File: src/rtl/spi_des_cmd_frontend.sv
// SPI command front-end for the fixed-key DES engine: decodes ENC/DEC/READ/STATUS frames, all in the SCK domain.
// Build macro SPI_DES_CMD_CHECKSUM_EN adds a trailing XOR checksum byte to ENC/DEC frames and READ replies.
module spi_des_cmd_frontend #(
  parameter int unsigned DATA_WIDTH = 64,
  parameter logic [3:0]  STATUS_ID  = 4'h5
) (
  input  logic                  SCK,
  input  logic                  RST_N,
  input  logic                  CS_N,
  input  logic                  MOSI,
  output logic                  MISO,
  input  logic                  busy_in,
  input  logic                  done_in,
  input  logic [DATA_WIDTH-1:0] result_in,
  output logic [DATA_WIDTH-1:0] text_out,
  output logic                  start,
  output logic                  encrypt_ndecrypt,
  output logic                  frame_err
);

  localparam logic [7:0] CMD_ENC    = 8'hE0;
  localparam logic [7:0] CMD_DEC    = 8'hD0;
  localparam logic [7:0] CMD_READ   = 8'hA0;
  localparam logic [7:0] CMD_STATUS = 8'h50;

`ifdef SPI_DES_CMD_CHECKSUM_EN
  localparam int unsigned CSUM_BITS = 8;
`else
  localparam int unsigned CSUM_BITS = 0;
`endif
  localparam int unsigned FRAME_BITS = 8 + DATA_WIDTH + CSUM_BITS;
  localparam int unsigned RD_W       = DATA_WIDTH + CSUM_BITS;
  localparam int unsigned CW         = $clog2(FRAME_BITS + 1);

  localparam logic [CW-1:0] CNT_CMD_LAST   = CW'(7);
  localparam logic [CW-1:0] CNT_DATA_FIRST = CW'(8);
  localparam logic [CW-1:0] CNT_DATA_LAST  = CW'(7 + DATA_WIDTH);
  localparam logic [CW-1:0] CNT_RD_LAST    = CW'(6 + RD_W);
  localparam logic [CW-1:0] CNT_ST_LAST    = CW'(14);
  localparam logic [CW-1:0] CNT_SAT        = CW'(FRAME_BITS);

  logic [CW-1:0]         cnt_q, cnt_d;
  logic [7:0]            cmd_q, cmd_d;
  logic [DATA_WIDTH-1:0] data_q, data_d;
  logic [DATA_WIDTH-1:0] text_q, text_d;
  logic                  enc_q, enc_d;
  logic                  start_q, start_d;
  logic                  miso_q, miso_d;
  logic [RD_W-1:0]       rd_sh_q, rd_sh_d;
  logic [7:0]            st_sh_q, st_sh_d;
  logic [DATA_WIDTH-1:0] result_q, result_d;
  logic                  rv_q, rv_d;
  logic                  rd_done_q, rd_done_d;
  logic                  ovr_q, ovr_d;
  logic                  ferr_q, ferr_d;

  logic [7:0]            cmd_full;
  logic [DATA_WIDTH-1:0] data_full;
  logic [RD_W-1:0]       rd_word;
  logic                  is_xfer;

  assign cmd_full  = {cmd_q[6:0], MOSI};
  assign data_full = {data_q[DATA_WIDTH-2:0], MOSI};
  assign is_xfer   = (cmd_q == CMD_ENC) || (cmd_q == CMD_DEC);

`ifdef SPI_DES_CMD_CHECKSUM_EN
  logic [7:0] csum_q, csum_d;
  logic [7:0] csum_full;
  assign csum_full = {csum_q[6:0], MOSI};

  function automatic logic [7:0] xor_bytes(input logic [DATA_WIDTH-1:0] v);
    logic [7:0] acc;
    acc = '0;
    for (int i = 0; i < int'(DATA_WIDTH / 8); i++) acc = acc ^ v[i*8 +: 8];
    return acc;
  endfunction

  assign rd_word = {result_q, xor_bytes(result_q)};
`else
  assign rd_word = result_q;
`endif

  always_comb begin
    cnt_d     = cnt_q;
    cmd_d     = cmd_q;
    data_d    = data_q;
    text_d    = text_q;
    enc_d     = enc_q;
    start_d   = 1'b0;
    miso_d    = 1'b0;
    rd_sh_d   = rd_sh_q;
    st_sh_d   = st_sh_q;
    result_d  = result_q;
    rv_d      = rv_q;
    rd_done_d = rd_done_q;
    ovr_d     = ovr_q;
    ferr_d    = ferr_q;
`ifdef SPI_DES_CMD_CHECKSUM_EN
    csum_d    = csum_q;
`endif

    if (CS_N) begin
      cnt_d = '0;
      cmd_d = '0;
    end else begin
      if (cnt_q != CNT_SAT) cnt_d = cnt_q + 1'b1;
      if (cnt_q <= CNT_CMD_LAST) cmd_d = cmd_full;

      // The reply's first bit is already on MISO for the slot after the command byte.
      if (cnt_q == CNT_CMD_LAST) begin
        case (cmd_full)
          CMD_ENC, CMD_DEC: ;
          CMD_READ: begin
            rd_sh_d   = {rd_word[RD_W-2:0], 1'b0};
            miso_d    = rd_word[RD_W-1];
            rd_done_d = 1'b0;
          end
          CMD_STATUS: begin
            st_sh_d = {rv_q, ovr_q, ferr_q, STATUS_ID, 1'b0};
            miso_d  = busy_in;
          end
          default: ferr_d = 1'b1;
        endcase
      end

      if (cnt_q >= CNT_DATA_FIRST && cnt_q <= CNT_DATA_LAST) data_d = data_full;

      if (cmd_q == CMD_READ && cnt_q >= CNT_DATA_FIRST && cnt_q <= CNT_RD_LAST) begin
        miso_d  = rd_sh_q[RD_W-1];
        rd_sh_d = {rd_sh_q[RD_W-2:0], 1'b0};
        if (cnt_q == CNT_RD_LAST && !rd_done_q) rv_d = 1'b0;
      end

      if (cmd_q == CMD_STATUS && cnt_q >= CNT_DATA_FIRST && cnt_q <= CNT_ST_LAST) begin
        miso_d  = st_sh_q[7];
        st_sh_d = {st_sh_q[6:0], 1'b0};
        if (cnt_q == CNT_ST_LAST) begin
          ovr_d  = 1'b0;
          ferr_d = 1'b0;
        end
      end

`ifdef SPI_DES_CMD_CHECKSUM_EN
      if (cnt_q > CNT_DATA_LAST && cnt_q < CNT_SAT) csum_d = csum_full;
      if (is_xfer && cnt_q == CNT_SAT - 1'b1) begin
        if (xor_bytes(data_q) != csum_full) begin
          ferr_d = 1'b1;
        end else if (busy_in) begin
          ovr_d = 1'b1;
        end else begin
          text_d  = data_q;
          enc_d   = (cmd_q == CMD_ENC);
          start_d = 1'b1;
        end
      end
`else
      if (is_xfer && cnt_q == CNT_DATA_LAST) begin
        if (busy_in) begin
          ovr_d = 1'b1;
        end else begin
          text_d  = data_full;
          enc_d   = (cmd_q == CMD_ENC);
          start_d = 1'b1;
        end
      end
`endif
    end

    // A result landing mid-read marks itself so the read's end does not drop it.
    if (done_in) begin
      result_d  = result_in;
      rv_d      = 1'b1;
      rd_done_d = 1'b1;
    end
  end

  always_ff @(posedge SCK or negedge RST_N) begin
    if (!RST_N) begin
      cnt_q     <= '0;
      cmd_q     <= '0;
      data_q    <= '0;
      text_q    <= '0;
      enc_q     <= 1'b0;
      start_q   <= 1'b0;
      miso_q    <= 1'b0;
      rd_sh_q   <= '0;
      st_sh_q   <= '0;
      result_q  <= '0;
      rv_q      <= 1'b0;
      rd_done_q <= 1'b0;
      ovr_q     <= 1'b0;
      ferr_q    <= 1'b0;
`ifdef SPI_DES_CMD_CHECKSUM_EN
      csum_q    <= '0;
`endif
    end else begin
      cnt_q     <= cnt_d;
      cmd_q     <= cmd_d;
      data_q    <= data_d;
      text_q    <= text_d;
      enc_q     <= enc_d;
      start_q   <= start_d;
      miso_q    <= miso_d;
      rd_sh_q   <= rd_sh_d;
      st_sh_q   <= st_sh_d;
      result_q  <= result_d;
      rv_q      <= rv_d;
      rd_done_q <= rd_done_d;
      ovr_q     <= ovr_d;
      ferr_q    <= ferr_d;
`ifdef SPI_DES_CMD_CHECKSUM_EN
      csum_q    <= csum_d;
`endif
    end
  end

  assign MISO             = miso_q;
  assign text_out         = text_q;
  assign start            = start_q;
  assign encrypt_ndecrypt = enc_q;
  assign frame_err        = ferr_q;

endmodule

File: config.mk
export PLATFORM = sky130hd
export DESIGN_NAME = spi_des_cmd_frontend
export DESIGN_NICKNAME = d
export VERILOG_FILES = /design/src/rtl/spi_des_cmd_frontend.sv
export SDC_FILE = /design/constraint.sdc
export NUM_CORES = 1
export LEC_CHECK = 0
export BUFFER_PORTS_ARGS = -buffer_cell sky130_fd_sc_hd__buf_2
export CORE_ASPECT_RATIO = 1.75
export CORE_MARGIN = 8
export CORE_UTILIZATION = 40
export CTS_CLUSTER_SIZE = 20
export DETAILED_ROUTE_END_ITERATION = 10
export PLACE_DENSITY = 0.68
export SYNTH_ARGS = -nofsm -noshare
export SYNTH_HDL_FRONTEND = slang
export SYNTH_SLANG_ARGS = --single-unit
File: constraint.sdc
create_clock -name SCK -period 2.6 [get_ports SCK]
set_clock_uncertainty 0.15 [all_clocks]
set_input_delay 0.26 -clock SCK [delete_from_list [all_inputs] [get_ports SCK]]
set_output_delay 0.26 -clock SCK [all_outputs]
set_load 0.01 [all_outputs]
Yosys cells after proc, flatten, opt, wreduce, memory -nomap -nowiden
Index checks and enable logic that the tools add are counted.

word-level totals
  output and inout port bits = 68
  bits in registers = 285

operators by class
  add/subtract/negate cells = 1
  mux-type cells = 34
  magnitude comparators = 5
  reduce and logical (&&, ||, !) cells = 26
  bitwise gates (word level) = 2
  equal/unequal tests = 14

operators with widths
  kind                 number
  $mux 64              3
  $eq 8x8->1 const B   6
  $mux 8               5
  $mux 1               23
  $reduce_bool 2->1    10
  $eq 8x7->1 const B   2
  $reduce_and 3->1     5
  $eq 7x7->1 const B   2
  $le 7x7->1 const B   2
  $mux 7               2
  $add 7x1->7 const B  1
  $eq 7x3->1 const B   1
  $eq 7x4->1 const B   1
  $ge 7x4->1 const B   1
  $le 7x3->1 const B   1
  $le 7x4->1 const B   1
  $logic_and 1x1->1    7
  $ne 7x7->1 const B   1
  $reduce_or 4->1      1
  $ne 2x1->1 const B   1
  $not 1->1            2
  $pmux 1 s2           1
  $reduce_and 2->1     1
  $logic_not 1->1      1
  $logic_or 1x1->1     1

Depth between registers and ports, before layout
  depth after elaboration = 6
  depth in mapped cells = 8

Worst setup path after synthesis
Ideal clock, no wire load.

  path kind = reg2reg
  from = register cmd_q[3]
  to = register enc_q (netlist: encrypt_ndecrypt)
  data arrival time = 1.991 ns
  period minus slack after synthesis = 2.266 ns
  cell stages (with the launch flop) = 8
  library setup time = 0.125 ns
  data required time = 2.325 ns
  path slack = 0.334 ns
  path through = dfrtp_1 buf_2 nor4_2 nand2_1 nor4_1 buf_2 buf_4 mux2_2

between the ends
  longest elaborated chain between the ends = 4

RTL lines
  item                                  line     source
  from (decl)                           43       logic [7:0] cmd_q, cmd_d;
  from (signal assigned)                198      cmd_q <= cmd_d;
  $eq 8x8->1, on equally long branches  64, 162
  $logic_or 1x1->1                      64       assign is_xfer = (cmd_q == CMD_ENC) || (cmd_q == CMD_DEC);
  $logic_and 1x1->1                     157      if (is_xfer && cnt_q == CNT_DATA_LAST) begin
  $reduce_and 3->1 (no source line)     -
  to (signal assigned)                  201      enc_q <= enc_d;
  to (decl)                             46       logic enc_q, enc_d;

Parallel ways exist; a longest one is shown, timed or not.
A chain may end at the register's enable or synchronous reset.

Worst setup path in the final report
  from = register cmd_q[1]
  to = register rd_sh_q[47]

between the ends
  longest elaborated chain between the ends = 5

RTL lines
  item                                line  source
  $eq 8x8->1                          128   if (cmd_q == CMD_READ && cnt_q >= CNT_DATA_FIRST && cnt_q <= CNT_RD_LAST) begin
  $logic_and 1x1->1 (2 in series)     128
  $reduce_bool 2->1 (no source line)  -
  $reduce_and 3->1 (no source line)   -
  to (signal assigned)                204   rd_sh_q <= rd_sh_d;
  to (decl)                           49    logic [RD_W-1:0] rd_sh_q, rd_sh_d;

Parallel ways exist; a longest one is shown, timed or not.

==> impl_metrics.env <==
export IMPL_cellPowerDensity_nw_per_um2=625.5
export IMPL_htree_levels=1
export IMPL_synth_edf_count=0
export IMPL_core_rowCount=81
export IMPL_criticalPathCategory="reg2reg"
export IMPL_synth_area_leaders="dfrtp_1, mux2_2, a22o_1, a21o_1, clkbuf_1"
export IMPL_min_period_over_period_pct=94.76
export IMPL_core_area_um2=27870
export IMPL_nets=1059
export IMPL_total_power_mw=8.830
export IMPL_dp_cells=1261
export IMPL_synth_ff_type="dfrtp_1"
export IMPL_rr_worst_depth=7
export IMPL_synth_area_um2=11280
export IMPL_synth_xor_xnor_area_share_pct=0.4658
export IMPL_drc=0
export IMPL_die_area_um2=34040
export IMPL_finalCoreUtilization_pct=50.65
export IMPL_reg2reg_slack_ns=0.14
export IMPL_hold_path_class="in2async"
export IMPL_die_y_um=238.2
export IMPL_grt_usage_pct=13.53
export IMPL_place_hpwl_um=14470
export IMPL_drt_initial_drc_count=194
export IMPL_nFillCells=2326
export IMPL_ys_ff_latch=283
export IMPL_ioPinCount=138
export IMPL_synth_nets=852
export IMPL_synth_simple_area_share_pct=4.525
export IMPL_finalNonFillerCells=1376
export IMPL_async_flop_share_pct=100.0
export IMPL_drive_above_1_share_pct=40.98
export IMPL_rsz0062_at_grt="no"
export IMPL_fin_crit_ns=2.464
export IMPL_grt_overflow_total=0
export IMPL_required_ns=2.93
export IMPL_die_w_um=142.9
export IMPL_antenna_found_initial=1
export IMPL_start_kind="flip-flop"
export IMPL_syn_area_per_cell_um2=14.48
export IMPL_worstReg2RegEnd="rd_sh_q[47]"
export IMPL_clk_root_buffer_cell="clkbuf_16"
export IMPL_cts_sinks=283
export IMPL_status="complete, no violations"
export IMPL_netlist_area_leader_share_pct=62.78
export IMPL_clockBufferDepth=3
export IMPL_timing_rr_start="cmd_q[1]"
export IMPL_synthMuxAreaShare_pct=19.35
export IMPL_vdd_ir_drop_max_mv=0.5282
export IMPL_synth_fa_ha_area_share_pct=0.3327
export IMPL_yosysMostFrequentCell="dfrtp_1"
export IMPL_fin_ws_ns=0.1361
export IMPL_synth_top_family_by_area="multiplexers"
export IMPL_path_clk_slew_ns=0.07
export IMPL_synth_cell_types=43
export IMPL_netlist_instances=779
export IMPL_finalSetupViolations=0
export IMPL_antenna_cells=0
export IMPL_relSlewSlack_pct=70.44
export IMPL_worstMarginPinSlew_ns=0.4372
export IMPL_finalWirelength_um=22780
export IMPL_arrival_ns=2.79
export IMPL_vias_per_cell=5.094
export IMPL_drv_slew=0
export IMPL_critPathMaxFanout=31
export IMPL_crit_path_end_kind="flip-flop"
export IMPL_start_util_pct=40.48
export IMPL_finalHoldViolCount=0
export IMPL_synth_compound_area_share_pct=10.51
export IMPL_leakage_nw=7.361
export IMPL_grt_max_degree=67
export IMPL_drt_pass1_iter_count=5
export IMPL_ant_nets=0
export IMPL_drv_cap=0
export IMPL_syn2layout_area_growth_pct=25.13
export IMPL_ys_top_cells_by_count="dfrtp_1, mux2_2, a21o_1, a22o_1, clkbuf_1"
export IMPL_synth_area_leader_cell="dfrtp_1"
export IMPL_pre_cts_ws_ns=0.1527
export IMPL_vias=7010
export IMPL_ys_seq_area_share_pct=62.78
export IMPL_insertion_delay_ns=0.55
export IMPL_grt_pass1_vias=7497
export IMPL_timing_setup_tns_ns=0
export IMPL_routedWlPerCell_um=16.55
export IMPL_port_buffers=137
export IMPL_grt_pass1_wl_um=38250
export IMPL_numCtsBuffers=26
export IMPL_cts_tree="done"
export IMPL_globalplace_congestion=0.8070
export IMPL_synth_warnings=0
export IMPL_fmax_mhz=405.9
==> cells by family (layout without fill, tap and decap cells) <==
kind of cell             count (synthesis)  in the layout
XOR/XNOR                                 6              6
flip-flops                             283            283
multiplexers                           194            194
adder cells (fa/ha/maj)                  3              3
buffers and inverters                   51            275
AO/OA/AOI/OAI                          151            151
AND/OR/NAND/NOR                         91             91
==> cell usage in the layout (no fill, tap or decap), drive strengths merged, types with 3 or more instances in the layout <==
cell	n
a21o	63
a21oi	4
a22o	63
a22oi	3
buf	160
clkbuf	35
clkinv	5
dfrtp	283
dlygate4sd3	67
ha	3
inv	4
mux2	193
nand2	28
nand2b	8
nand3	9
nand4	4
nor2	12
nor3	7
nor4	5
o21ai	11
or2	3
xor2	4
==> area by class of cell <==
class / count / area [µm²] / area share [%]
multi-input combinational: 445 / 4009 / 28.40
timing repair buffer: 228 / 1697 / 12.02
inverter: 2 / 7.507 / 0.05318
clock inverter: 11 / 132.6 / 0.9396
sequential: 283 / 7083 / 50.18
clock buffer: 34 / 720.7 / 5.105
tap: 373 / 466.7 / 3.306
==> what timing repair did <==
action                     CTS  global route
gates resized for setup      0             7
hold buffers                67             0
setup endpoints to repair    0            50
setup buffers                0             2
hold endpoints to repair   352             0
==> power breakdown <==
part	total [mW]	switching [mW]	internal, mW
sequential	4.59	0.0720	4.52
clock	3.81	1.65	2.16
combinational	0.426	0.191	0.234
==> how the worst max path moves through the flow <==
stage / cells past startpoint / slack [ns] / start / endpoint
final: 7 / 0.14 / cmd_q[1] / rd_sh_q[47]
after global routing: 7 / 0.004 / cmd_q[1] / rd_sh_q[35]
after CTS: 7 / 0.13 / cnt_q[1] / rd_sh_q[43]
after detailed placement: 7 / 0.15 / cnt_q[1] / rd_sh_q[6]
after global placement: 7 / 0.16 / cnt_q[1] / rd_sh_q[6]
after floorplan: 7 / 0.33 / cmd_q[3] / encrypt_ndecrypt
==> metrics by stage <==
stage                     cell area [µm²]  hold slack, ns
after floorplan                     11280         -0.1856
after global placement              12550         0.05205
after detailed placement            12550         0.05283
after CTS                           14070         0.02602
after global routing                14120         0.06089
final                               14120         0.05817
==> routing by layer <==
layer	global-route usage, %	wire length, µm	vias to the layer above
met5	0	12	-
met4	4.175	408	2
met3	2.922	1402	34
met2	23.00	11540	156
met1	16.78	9410	3572
li1	-	-	3246
==> state kept, by name, indices dropped and copies added (netlist names) <==
register and cells:
frame_err 1, encrypt_ndecrypt 1, rv_q 1, ovr_q 1, rd_sh_q 63, cnt_q 7, cmd_q 8, MISO 1
text_out 64, rd_word 64, start 1, st_sh_q 7, rd_done_q 1, data_q 63
==> critical path: stages (launching register included) <==
cell	delay, ns
dfrtp_1	0.43
nor4_2	0.45
nand4b_2	0.27
nor4_4	0.43
buf_4	0.19
buf_8	0.23
a22o_1	0.16
a21o_1	0.08
No activity file was read; power rests on OpenSTA's default activity.
